[src/rtl/vga_scan_compositor.sv]
// rtl/vga_scan_compositor.sv - raster timing generator and fixed-priority sprite compositor
module vga_scan_compositor #(
    parameter int          H_ACTIVE   = 1024,
    parameter int          H_FP       = 24,
    parameter int          H_SYNC     = 136,
    parameter int          H_BP       = 160,
    parameter int          V_ACTIVE   = 768,
    parameter int          V_FP       = 3,
    parameter int          V_SYNC     = 6,
    parameter int          V_BP       = 29,
    parameter int          NUM_LAYERS = 4,
    parameter int          PIPE_LAT   = 3,
    parameter logic [11:0] BG_COLOR   = 12'h000
) (
    input  logic                       pixel_clk_in,
    input  logic                       rst_n_in,
    input  logic [12*NUM_LAYERS-1:0]   layer_pixels_in,
    output logic [10:0]                hcount_out,
    output logic [9:0]                 vcount_out,
    output logic                       frame_start_out,
    output logic                       blank_out,
    output logic [11:0]                vga_rgb_out,
    output logic                       vga_hs_out,
    output logic                       vga_vs_out
);

    localparam int H_TOTAL = H_ACTIVE + H_FP + H_SYNC + H_BP;
    localparam int V_TOTAL = V_ACTIVE + V_FP + V_SYNC + V_BP;

    localparam logic [10:0] H_MAX    = 11'(H_TOTAL - 1);
    localparam logic [9:0]  V_MAX    = 10'(V_TOTAL - 1);
    localparam logic [10:0] H_ACT    = 11'(H_ACTIVE);
    localparam logic [10:0] HS_START = 11'(H_ACTIVE + H_FP);
    localparam logic [10:0] HS_END   = 11'(H_ACTIVE + H_FP + H_SYNC);
    localparam logic [9:0]  V_ACT    = 10'(V_ACTIVE);
    localparam logic [9:0]  VS_START = 10'(V_ACTIVE + V_FP);
    localparam logic [9:0]  VS_END   = 10'(V_ACTIVE + V_FP + V_SYNC);

    // Delay-line entry layout: {blank, hs, vs}
    localparam int BL = 2;
    localparam int HS = 1;
    localparam int VS = 0;

    logic [10:0] hcount_q, hcount_d;
    logic [9:0]  vcount_q, vcount_d;
    logic        frame_start_q, frame_start_d;
    logic        h_wrap, v_wrap;
    logic        raw_blank, raw_hs, raw_vs;

    logic [PIPE_LAT-1:0][2:0] dly_q, dly_d;

    logic [11:0] sel_color;
    logic [11:0] rgb_q;
    logic        blank_q, hs_q, vs_q;

    // Scan counters advance; frame pulse is registered so it coincides with (0,0) after a wrap only
    always_comb begin
        h_wrap        = (hcount_q == H_MAX);
        v_wrap        = (vcount_q == V_MAX);
        hcount_d      = h_wrap ? 11'd0 : hcount_q + 11'd1;
        vcount_d      = vcount_q;
        if (h_wrap) begin
            vcount_d  = v_wrap ? 10'd0 : vcount_q + 10'd1;
        end
        frame_start_d = h_wrap && v_wrap;
    end

    // Raw timing decoded from the current scan position
    always_comb begin
        raw_blank = (hcount_q >= H_ACT) || (vcount_q >= V_ACT);
        raw_hs    = !((hcount_q >= HS_START) && (hcount_q < HS_END));
        raw_vs    = !((vcount_q >= VS_START) && (vcount_q < VS_END));
    end

    // Shift raw timing along so it meets the sprite pixels for the same count
    always_comb begin
        dly_d    = dly_q;
        dly_d[0] = {raw_blank, raw_hs, raw_vs};
        for (int i = 1; i < PIPE_LAT; i++) begin
            dly_d[i] = dly_q[i-1];
        end
    end

    // Lowest-indexed opaque layer wins; blanking forces black
    always_comb begin
        sel_color = BG_COLOR;
        for (int i = NUM_LAYERS - 1; i >= 0; i--) begin
            if (layer_pixels_in[12*i +: 12] != 12'h000) begin
                sel_color = layer_pixels_in[12*i +: 12];
            end
        end
        if (dly_q[PIPE_LAT-1][BL]) begin
            sel_color = 12'h000;
        end
    end

    // State registers; reset leaves the delay line full of inactive timing so no partial sync escapes
    always_ff @(posedge pixel_clk_in or negedge rst_n_in) begin
        if (!rst_n_in) begin
            hcount_q      <= 11'd0;
            vcount_q      <= 10'd0;
            frame_start_q <= 1'b0;
            dly_q         <= '1;
            rgb_q         <= 12'h000;
            blank_q       <= 1'b1;
            hs_q          <= 1'b1;
            vs_q          <= 1'b1;
        end else begin
            hcount_q      <= hcount_d;
            vcount_q      <= vcount_d;
            frame_start_q <= frame_start_d;
            dly_q         <= dly_d;
            rgb_q         <= sel_color;
            blank_q       <= dly_q[PIPE_LAT-1][BL];
            hs_q          <= dly_q[PIPE_LAT-1][HS];
            vs_q          <= dly_q[PIPE_LAT-1][VS];
        end
    end

    assign hcount_out      = hcount_q;
    assign vcount_out      = vcount_q;
    assign frame_start_out = frame_start_q;
    assign vga_rgb_out     = rgb_q;
    assign blank_out       = blank_q;
    assign vga_hs_out      = hs_q;
    assign vga_vs_out      = vs_q;

endmodule

[config.mk]
export PLATFORM = sky130hd
export DESIGN_NAME = vga_scan_compositor
export DESIGN_NICKNAME = d
export VERILOG_FILES = /design/src/rtl/vga_scan_compositor.sv
export SDC_FILE = /design/constraint.sdc
export NUM_CORES = 1
export LEC_CHECK = 0
export ABC_AREA = 1
export ABC_CLOCK_PERIOD_IN_PS = 2000
export CAP_MARGIN = 20
export CORE_MARGIN = 3
export CORE_UTILIZATION = 46
export CTS_CLUSTER_DIAMETER = 40
export DETAILED_ROUTE_END_ITERATION = 10
export PLACE_DENSITY_LB_ADDON = 0.25
export SYNTH_ARGS = -nofsm -noshare
export SYNTH_HDL_FRONTEND = slang
export SYNTH_SLANG_ARGS = --single-unit
[constraint.sdc]
create_clock -name pixel_clk_in -period 2 [get_ports pixel_clk_in]
set_input_delay 0.3 -clock pixel_clk_in [delete_from_list [all_inputs] [get_ports pixel_clk_in]]
set_output_delay 0.3 -clock pixel_clk_in [all_outputs]
set_load 0.02 [all_outputs]
### Word-level counts from Yosys, hierarchy flattened

Cells that the tools add are included.

* flip-flop bits (word level): 46
* input port bits: 50
* output and inout bits: 37
* logic and storage cells: 37

* $add $sub $neg: 2
* $lt $le $gt $ge: 6
* equality and inequality tests: 2
* multiplexer cells: 7
* reductions and logical operators: 10

Operator list (number)
* two-way mux 12 bit: 5
* nonzero test 12 bit: 4
* greater-or-equal comparator 11 bit, second input constant: 2
* greater-or-equal comparator 10 bit, second input constant: 2
* adder 11 x 1 -> 11 bit, second input constant: 1
* == test 11 bit, second input constant: 1
* less-than comparator 11 bit, second input constant: 1
* two-way mux 11 bit: 1
* adder 10 x 1 -> 10 bit, second input constant: 1
* == test 10 bit, second input constant: 1
* less-than comparator 10 bit, second input constant: 1
* two-way mux 10 bit: 1
* logical AND 1 bit: 3
* logical NOT 1 bit: 2
* logical OR 1 bit: 1

### Longest topological paths before layout

* depth after elaboration: 6
* mapped depth: 9
* mapped depth without buffers: 9

### Worst setup path before layout

Ideal clock, no wire load.

* path kind: reg-to-reg
* start point: register hcount_q[0] (netlist: hcount_out[0])
* end point: register vcount_q[3] (netlist: vcount_out[3])
* library setup time: 0.128 ns
* arrival time: 1.507 ns
* path slack: 0.365 ns
* cell stages (with the launch flop): 8
* buffers on the path: 1
* path through: dfrtp_1 > ha_1 > nand2_2 > clkinv_2 > nand2_4 > nor3_4 > buf_6 > o21ai_0

* cells in the longest elaborated chain, start to end: 1

RTL lines
* start: declaration: line 44 `logic [10:0] hcount_q, hcount_d;`
* start signal: assignment: line 109 `hcount_q <= hcount_d;`
* == test 11 bit: line 58 `h_wrap = (hcount_q == H_MAX);`
* end signal: assignment: line 110 `vcount_q <= vcount_d;`
* end: declaration: line 45 `logic [9:0] vcount_q, vcount_d;`

Every way passes these cells.
A chain may end at the register's enable or synchronous reset.

### Worst setup path after layout

* start point: register vcount_q[4] (netlist: vcount_out[4])
* end point: output vcount_out[4]

RTL lines
* end: declaration: line 19 `output logic [9:0] vcount_out,`

No word-level cell between the ends.

==> results.md <==
* Post-synthesis sequential area ratio at around 46%
* CP endpoint kind: output port
* Drt via density at 4.95
* Final Setup Violations at 0
* Setup bufs post-CTS at 0
* Via count at ~2400
* H-tree depth at 2
* Setup TNS Final at 0 ns
* Post-Syn Area at ~0.0025 sq mm
* Worst hold slack at 0.0656 ns
* Top cells by area, synth: dfrtp_1 (34%), dfstp_2 (12%), nand2_1 (10%)
* Clk root buf: clkbuf_8
* Row cnt at 26
* List of most frequent post-synthesis cells: nand2_1 (68), nor2_1 (47), inv_1 (44), dfrtp_1 (34), nand3_1 (25)
* Status: finished clean
* Most used flip-flop cell after synthesis: dfrtp_1
* Die Area at about 0.0064 sq mm
* Global Route Usage Sum at approximately a fifth
* Dpl hpwl at around 5100 um
* CTS Sinks at 46
* TritonRoute pass-1 iters at 4
* CP peak stage delay at 0.66 ns
* Slew HR at roughly 64%
* First-pass GRT wire length at between 10000 and 15000 um
* Critical-path maximum fanout at 8
* Reg2reg path depth at 7
* WP data arrival at approximately 1.4 ns
* Post_cts resized at 0
* Chip width at roughly 80 um
* Critical Path RT at 1.70 ns
* CP Launch Type: flop
* Hold Buf Count CTS at 0
* DP Worst Slack at about 0.19 ns
* CTS tree: done
* Worst R2R Start: hcount_out[0]
* Area growth from synthesis to layout at 40.4%
* # DRC at 0
* Slowest CP cell: clkdlybuf4s50_1
* Placer congestion estimate at roughly 0.9
* Clk_lat worst skew at roughly 0.30 ns
* Total number of yosys warnings at 0
* Port Buf Inserts at 86
* Total CTS buffers at 5
* Max-Cap Viols at 0
* Stages on worst setup path at 1
* Worst path top cell family by delay: buffers and inverters
* End of the critical path: vcount_out[4]
* Worst-margin pin slew at around 0.54 ns
* R2R Path End: vcount_out[4]
* Initial core utilization at approximately 50%
* Total Routed Length at between 6000 and 7000 um
* Worst-path clk slew at about 0.090 ns
* Final Skew at about 0.0046 ns
* Core Area at between 0.005 and 0.006 sq mm
* Final worst slack at about 0.26 ns
* Crit path time final at approximately 1.7 ns
* Total gr overflow at 0
* Hold crit path type: primary input to asynchronous set/reset pin
* Crit path kind: flop to output port
* Drt wl/cell at about 13 um
* Syn Nets at between 300 and 400
* Fin. Hold Viols at 0
* Flops & latches, synth at between 40 and 50
* Crit-path cells: clkdlybuf4s50_1
* Initial antenna violation count at 0
* Final period util at roughly 87%
* # diodes at 0
* Post-synthesis cell type count at 35
* Power density cells at just under 500 mW/mm^2
* RSZ-0062 raised after global routing: no
* Vias in the first global route at between 2000 and 2500
* DRT iter0 DRCs at ~130
* Count leader, synth: nand2_1
* Layout Nets at about 480
* Fmax at 574 MHz
* Largest net degree at the start of global routing at between 40 and 50
* Post-DRT Antenna Nets at 0
* Reg2reg setup slack at roughly 0.38 ns
* Final Max Tran Viols at 0
* Share of layout cells above drive strength 1 at 10.2%
* Largest area contributor in the synthesized netlist: dfrtp_1
* Leak at roughly 0.0016 uW
* Max VDD drop at 0.000515 V
* Avg Inst Size Synth at 7.73 sq um
* Syn Inst Count at about 330
* CTS Buffer Depth at 2
* Ports at 87
* Worst Setup SP: vcount_out[4]
* Crit path buffers/inverters at 1
* Post-synth top area share at between 30 and 40%
* Post-synth EDFFs at 0
* Asr flop ratio synth at between 90% and 100%
* Chip Height at around 80 um
==> per-stage QoR <==
step	cells	total power (uW)	cell area [sq um]	util, %
6_report	491	1720	3560	68.4
5_1_grt	491	1790	3560	68.4
4_1_cts	491	1730	3560	68.4
3_5_place_dp	483	1180	3470	66.7
3_3_place_gp	483	1180	3470	66.7
2_1_floorplan	328	1020	2540	-
==> cell families after synthesis <==
family / Yosys count / share of synthesized area (%)
buffers and inverters: 56 / 9.47
xor gates and xnor gates: 7 / 2.42
DFF: 46 / 46.0
AOI/OAI and AO/OA: 41 / 8.49
adders and majority gates: 5 / 2.47
and+or+nand+nor: 173 / 31.2
==> layout by cell type, fill, tap and decap left out, types with 2 or more instances in the layout <==
| cell type | instances |
|---|---|
| nand4_1 | 7 |
| inv_2 | 3 |
| inv_1 | 44 |
| nor3_1 | 11 |
| nor3_2 | 2 |
| clkinv_2 | 2 |
| nand3_1 | 25 |
| dfrtp_1 | 34 |
| o21ai_1 | 2 |
| xor2_1 | 6 |
| o21ai_0 | 20 |
| ha_1 | 5 |
| nand2_1 | 68 |
| nand3b_1 | 2 |
| nand2_2 | 2 |
| clkbuf_8 | 5 |
| buf_4 | 7 |
| or2_2 | 2 |
| clkdlybuf4s50_1 | 85 |
| a21oi_1 | 15 |
| nor2_1 | 47 |
| dfstp_2 | 12 |
==> area by class of cell <==
| type | instances | area (sq um) |
|---|---|---|
| fillers | 430 | 1650 |
| repair buffers | 93 | 908 |
| inverters | 48 | 181 |
| multi-input cells | 226 | 1130 |
| clock inverters | 2 | 13.8 |
| flip-flops and latches | 46 | 1170 |
| well taps | 70 | 87.6 |
| clock buffers | 6 | 72.6 |
==> flip-flops by register name, summed over array words and instances (netlist names) <==
| signal | flops |
|---|---|
| hcount_out | 11 |
| dly_d | 6 |
| vga_hs_out | 1 |
| vga_rgb_out | 12 |
| frame_start_out | 1 |
| dly_q | 3 |
| blank_out | 1 |
| vga_vs_out | 1 |
| vcount_out | 10 |
==> worst min path at each step <==
stage	start	endpoint	slack [ns]
4_1_cts	rst_n_in	vga_rgb_out[1]	0.09
6_report	rst_n_in	vga_rgb_out[3]	0.07
5_1_grt	rst_n_in	vga_rgb_out[0]	0.10
3_3_place_gp	dly_d[4]	dly_d[7]	0.35
3_5_place_dp	dly_d[6]	dly_q[6]	0.35
2_1_floorplan	rst_n_in	frame_start_out	0.004
==> power by group <==
group	internal (uW)	total, uW	leakage [uW]	switching, uW
clock	247	560	0.0000452	313
sequential	943	946	0.000558	3.34
combinational	126	218	0.000969	91.8
total	1320	1720	0.00157	408
==> metal layers <==
layer	vias up	routed length, um	share of wire [%]	track usage, %
li1	1224	-	-	-
met2	75	3260	50	36.5
met5	-	0	0	0
met3	7	344	5.3	3.48
met1	1123	2880	44	28.4
met4	0	63	0.96	5.07
==> worst reg2reg max path, delay by kind of cell (launching register included) <==
| kind | cells | cell delay, ns |
|---|---|---|
| xor gates and xnor gates | 1 | 0.14 |
| and+or+nand+nor | 4 | 0.56 |
| adders and majority gates | 1 | 0.25 |
| buffers and inverters | 1 | 0.11 |
| DFF | 1 | 0.45 |
(Power assumes the default switching activity.)
